===== src/rtl/divider_arbiter_2ch.sv =====
// rtl/divider_arbiter_2ch.sv - two-channel round-robin shared restoring divider
module divider_arbiter_2ch #(
   parameter int WIDTH = 4
) (
   input  logic             clk,
   input  logic             rst_n,
   input  logic             req0_valid,
   output logic             req0_ready,
   input  logic [WIDTH-1:0] req0_dividend,
   input  logic [WIDTH-1:0] req0_divisor,
   input  logic             req1_valid,
   output logic             req1_ready,
   input  logic [WIDTH-1:0] req1_dividend,
   input  logic [WIDTH-1:0] req1_divisor,
   output logic             rsp_valid,
   input  logic             rsp_ready,
   output logic             rsp_id,
   output logic [WIDTH-1:0] rsp_quotient,
   output logic [WIDTH-1:0] rsp_remainder,
   output logic             rsp_div_by_zero,
   output logic             busy
);

   localparam int CW = $clog2(WIDTH + 1);

   typedef enum logic [1:0] {
      IDLE = 2'd0,
      BUSY = 2'd1,
      DONE = 2'd2
   } state_t;

   state_t           state_q, state_d;
   logic [WIDTH-1:0] q_q, q_d;
   logic [WIDTH-1:0] d_q, d_d;
   logic [WIDTH:0]   r_q, r_d;
   logic [CW-1:0]    cnt_q, cnt_d;
   logic             id_q, id_d;
   logic             dz_q, dz_d;
   logic             last_id_q, last_id_d;

   logic             grant;
   logic             accept;
   logic [WIDTH:0]   r_shift;
   logic [WIDTH-1:0] q_shift;

   // Round-robin grant: on contention the channel not served last wins
   always_comb begin
      grant = 1'b0;
      if (req0_valid && req1_valid) begin
         grant = ~last_id_q;
      end else if (req1_valid) begin
         grant = 1'b1;
      end
   end

   // Readies are held low while reset is asserted, even though the state is already IDLE
   assign req0_ready = rst_n && (state_q == IDLE) && req0_valid && !grant;
   assign req1_ready = rst_n && (state_q == IDLE) && req1_valid && grant;
   assign accept     = (req0_valid && req0_ready) || (req1_valid && req1_ready);

   // One restoring step: shift the next dividend bit into R, subtract D when it fits
   always_comb begin
      r_shift = {r_q[WIDTH-1:0], q_q[WIDTH-1]};
      q_shift = {q_q[WIDTH-2:0], 1'b0};
   end

   // Next-state and datapath update
   always_comb begin
      state_d   = state_q;
      q_d       = q_q;
      d_d       = d_q;
      r_d       = r_q;
      cnt_d     = cnt_q;
      id_d      = id_q;
      dz_d      = dz_q;
      last_id_d = last_id_q;
      case (state_q)
         IDLE: begin
            if (accept) begin
               q_d       = grant ? req1_dividend : req0_dividend;
               d_d       = grant ? req1_divisor  : req0_divisor;
               r_d       = '0;
               cnt_d     = '0;
               id_d      = grant;
               dz_d      = grant ? (req1_divisor == '0) : (req0_divisor == '0);
               last_id_d = grant;
               state_d   = BUSY;
            end
         end
         BUSY: begin
            if (r_shift >= {1'b0, d_q}) begin
               r_d = r_shift - {1'b0, d_q};
               q_d = q_shift | {{(WIDTH-1){1'b0}}, 1'b1};
            end else begin
               r_d = r_shift;
               q_d = q_shift;
            end
            cnt_d = cnt_q + 1'b1;
            if (cnt_q == CW'(WIDTH - 1)) begin
               state_d = DONE;
            end
         end
         DONE: begin
            if (rsp_ready) begin
               state_d = IDLE;
            end
         end
         default: begin
            state_d = IDLE;
         end
      endcase
   end

   // State and datapath registers; last_id resets to 1 so channel 0 wins first contention
   always_ff @(posedge clk or negedge rst_n) begin
      if (!rst_n) begin
         state_q   <= IDLE;
         q_q       <= '0;
         d_q       <= '0;
         r_q       <= '0;
         cnt_q     <= '0;
         id_q      <= 1'b0;
         dz_q      <= 1'b0;
         last_id_q <= 1'b1;
      end else begin
         state_q   <= state_d;
         q_q       <= q_d;
         d_q       <= d_d;
         r_q       <= r_d;
         cnt_q     <= cnt_d;
         id_q      <= id_d;
         dz_q      <= dz_d;
         last_id_q <= last_id_d;
      end
   end

   // Response fields are only exposed in DONE so they read zero everywhere else
   always_comb begin
      rsp_valid       = (state_q == DONE);
      busy            = (state_q != IDLE);
      rsp_id          = rsp_valid ? id_q : 1'b0;
      rsp_quotient    = rsp_valid ? q_q : '0;
      rsp_remainder   = rsp_valid ? r_q[WIDTH-1:0] : '0;
      rsp_div_by_zero = rsp_valid ? dz_q : 1'b0;
   end

endmodule


===== config.mk =====
export PLATFORM = sky130hd
export DESIGN_NAME = divider_arbiter_2ch
export DESIGN_NICKNAME = d
export VERILOG_FILES = /design/src/rtl/divider_arbiter_2ch.sv
export SDC_FILE = /design/constraint.sdc
export NUM_CORES = 1
export LEC_CHECK = 0
export BUFFER_PORTS_ARGS = -buffer_cell sky130_fd_sc_hd__buf_4
export CORE_MARGIN = 1
export CORE_UTILIZATION = 52
export DETAILED_ROUTE_END_ITERATION = 8
export GPL_TIMING_DRIVEN = 0
export PLACE_DENSITY = 0.89
export RECOVER_POWER = 50
export REMOVE_ABC_BUFFERS = 1
export SLEW_MARGIN = 40
export SYNTH_ARGS = -nofsm -noshare
export SYNTH_HDL_FRONTEND = slang
export SYNTH_SLANG_ARGS = --single-unit

===== constraint.sdc =====
create_clock -name clk -period 1.8 [get_ports clk]
set_input_delay 0.27 -clock clk [delete_from_list [all_inputs] [get_ports clk]]
set_output_delay 0.27 -clock clk [all_outputs]
set_load 0.02 [all_outputs]

==> results.md <==
- Final antenna-violating net count: 0
- Minimum hold slack: 0.1383 ns
- Hold Fails Final Rpt: 0
- Top flip-flop cell by instance count after synthesis: sky130_fd_sc_hd__dfrtp_1
- Count of flip-flops with a built-in enable after synthesis: 0
- Run status: finished, final reports clean
- N_diodes: 0
- Arrival time at the worst endpoint: 1.96 ns
- Clock tree from TritonCTS: yes
- Die Outline Area: 0.002696 mm^2
- Iteration-0 DRC count of the detailed router: 42
- Fraction of layout cells with a size suffix above 1: 33.72%
- Number of core rows: 17
- Cell variety after synth: 46
- Max Root-Sink Buffers: 2
- Worst-skew pair later-pin latency: 0.30 ns
- WS Path Type: flop to flop
- Initial Util: 56.95%
- CP required: 2.01 ns
- Via count of the first global-routing pass: 1,086
- Portion of the post-synthesis area used by sequential elements: 38.71%
- Worst Skew: 0.007023 ns
- Final total power: 2.746 mW
- Largest net degree at the start of global routing: 20
- Clock transition at path regs: 0.12 ns
- Period Utilization, post-route: 97.37%
- DRC errors left: 0
- Gpl congestion: 0.8586
- Total area of multi-input combinational cells: 754.5 um^2
- Post-layout nets: 201
- Maximum fanout along the worst path: 8
- Number of synthesized register bits: 20
- Average wire length per cell after detail routing: 15.35 um
- Worst-case setup slack after placement: 0.08078 ns
- Syn Std Cell Area: 0.001296 mm^2
- Via count: 1,153
- IO Pins: 35
- Sequential cell area: 501.7 um^2
- Final TNS setup: 0 ns
- Horiz. Die Dim: 51.93 um
- Maximum ir drop on the vdd rail: 0.001030 V
- Area inside the core boundary: 0.002276 mm^2
- Post-route worst setup slack: 0.04737 ns
- Critical Path Start Type: flop
- Static Leakage: 0.7549 nW
- Cts bufs inserted: 3
- Aggregate routed wire length: 3069 um
- Synthesis Warnings: 0
- Timing-limited maximum frequency: 0.5706 GHz
- Root Buffer Master: sky130_fd_sc_hd__clkbuf_4
- Final setup viols: 0
- Clock sink count: 20
- Shortest period the worst path allows: 1.753 ns
- Via-per-instance ratio: 5.765
- Hpwl dp: 2081 um
- Count of input and output buffers: 34
- Global-route wire length before repair: 4830 um
- Cells after Synth: 132
- Number of fillers in the final layout: 168
- Count of pins over their slew limit: 0
- FFs w/ async S/R, synth: 100.0%
- Max H-tree Level: 1
- CP endpoint kind: flop
- Actual transition at the worst max-transition pin: 1.042 ns
- Worst hold-check path type: input port to flop
- Vertical die dimension: 51.93 um
- Signed area change from the synthesized netlist to the final layout: 26.74%
- Pwr/cell area: 1671 mW/mm^2
- GRT Util Overall: 25.62%
- First-pass detailed-route iteration total: 4
- Remaining max-slew budget at the tightest pin: 30.54%
- Antenna violations before repair: 0
- Gr ovfl total: 0
- Utilization after layout: 72.18%
- Mean Syn Cell Area: 9.820 um^2
- Max-cap violations: 0
[power breakdown]
group	internal (mW)	switching (mW)	leakage, nW
Clock	0.0864	0.142	0.0150
Sequential	0.684	0.202	0.245
Combinational	0.735	0.896	0.495
[critical path, cell delays in order (launching register included)]
cell and delay, ns:
sky130_fd_sc_hd__dfrtp_1 0.40, sky130_fd_sc_hd__inv_1 0.13, sky130_fd_sc_hd__ha_1 0.28, sky130_fd_sc_hd__nand4_1 0.12, sky130_fd_sc_hd__nand2_2 0.11, sky130_fd_sc_hd__or3_1 0.36
sky130_fd_sc_hd__a32o_1 0.25
[area by class of cell]
class	instances	area share, %
Multi-Input combinational cell	100	45.93
Sequential cell	20	30.54
Timing Repair Buffer	41	18.20
Tap cell	28	2.133
Clock buffer	4	1.599
Inverter	7	1.599
[routing by layer]
metal / GRT usage (%) / wire, um
met5: 0 / 0
met4: 12.61 / 137
met3: 4.094 / 211
met2: 43.80 / 1518
met1: 30.86 / 1203
[state kept, by name, indices dropped and copies added (netlist names)]
signal and cells:
dz_q 1, q_q 4, state_q 2, last_id_q 1, d_q 4, r_q 4
cnt_q 3, id_q 1
[cells in the final DEF (no fill, tap or decap), types with 3 or more instances in the layout]
| cell | instances |
|---|---|
| sky130_fd_sc_hd__and2_1 | 9 |
| sky130_fd_sc_hd__nand2_1 | 16 |
| sky130_fd_sc_hd__clkbuf_1 | 4 |
| sky130_fd_sc_hd__mux2i_1 | 6 |
| sky130_fd_sc_hd__dfrtp_1 | 19 |
| sky130_fd_sc_hd__inv_1 | 6 |
| sky130_fd_sc_hd__clkbuf_4 | 3 |
| sky130_fd_sc_hd__o21ai_1 | 11 |
| sky130_fd_sc_hd__nor2_1 | 8 |
| sky130_fd_sc_hd__buf_4 | 37 |
| sky130_fd_sc_hd__ha_1 | 4 |
| sky130_fd_sc_hd__o21ai_0 | 5 |
[through the flow]
stage	cells	cell area [um^2]
after detailed placement	189	1541
after global placement	189	1541
after global routing	200	1643
after floorplan	127	1251
after CTS	197	1610
final	200	1643
[cell families (layout without fill, tap and decap cells)]
| logic type | Yosys count | after routing | synth area share (%) |
|---|---|---|---|
| and+or+nand+nor | 47 | 47 | 19.21 |
| adders and majority gates | 7 | 7 | 7.336 |
| AOI/OAI and AO/OA | 39 | 39 | 23.94 |
| xor gates and xnor gates | 1 | 1 | 0.6758 |
| DFF | 20 | 20 | 38.71 |
| buffers and inverters | 12 | 52 | 5.501 |
| muxes | 6 | 6 | 4.633 |
[final timing paths]
kind,to,cells past startpoint,slack [ns],startpoint
worst max-delay path,r_q[0]$_DFFE_PN0P_,6,0.05,q_q[3]$_DFFE_PN0P_
worst max register to register,r_q[0]$_DFFE_PN0P_,6,0.05,q_q[3]$_DFFE_PN0P_
min in group asynchronous,d_q[0]$_DFFE_PN0P_,2,0.35,rst_n
worst min register to register,id_q$_DFFE_PN0P_,1,0.50,id_q$_DFFE_PN0P_
max in group asynchronous,cnt_q[2]$_DFFE_PN0P_,2,0.82,rst_n
worst min-delay path,state_q[1]$_DFFE_PN0P_,2,0.14,rsp_ready
[what timing repair did]
item,4_1_cts,5_1_grt
pin swaps,1,2
resized for setup,2,2
hold buffers,2,0
endpoints found under the setup margin,12,3
endpoints found under the hold margin,19,0
setup buffers,2,3
[cell usage after synthesis, types with 2 or more instances]
master                      n  area share, %
sky130_fd_sc_hd__dfrtp_1   19             37
sky130_fd_sc_hd__nand2_1   16            4.6
sky130_fd_sc_hd__o21ai_1   13            5.0
sky130_fd_sc_hd__and2_1     9            4.3
sky130_fd_sc_hd__nor2_1     8            2.3
sky130_fd_sc_hd__ha_1       6            5.8
sky130_fd_sc_hd__inv_1      6            1.7
sky130_fd_sc_hd__mux2i_1    6            4.6
sky130_fd_sc_hd__buf_6      3            2.6
sky130_fd_sc_hd__o21ai_0    3            1.2
sky130_fd_sc_hd__a211oi_2   2            1.9
sky130_fd_sc_hd__a21oi_1    2           0.77
sky130_fd_sc_hd__a21oi_2    2            1.4
sky130_fd_sc_hd__nand2b_1   2           0.97
sky130_fd_sc_hd__nor2b_1    2           0.97
sky130_fd_sc_hd__o21a_1     2            1.2
sky130_fd_sc_hd__o311ai_1   2            1.4
Note: power is estimated with default switching activity, not from simulation.
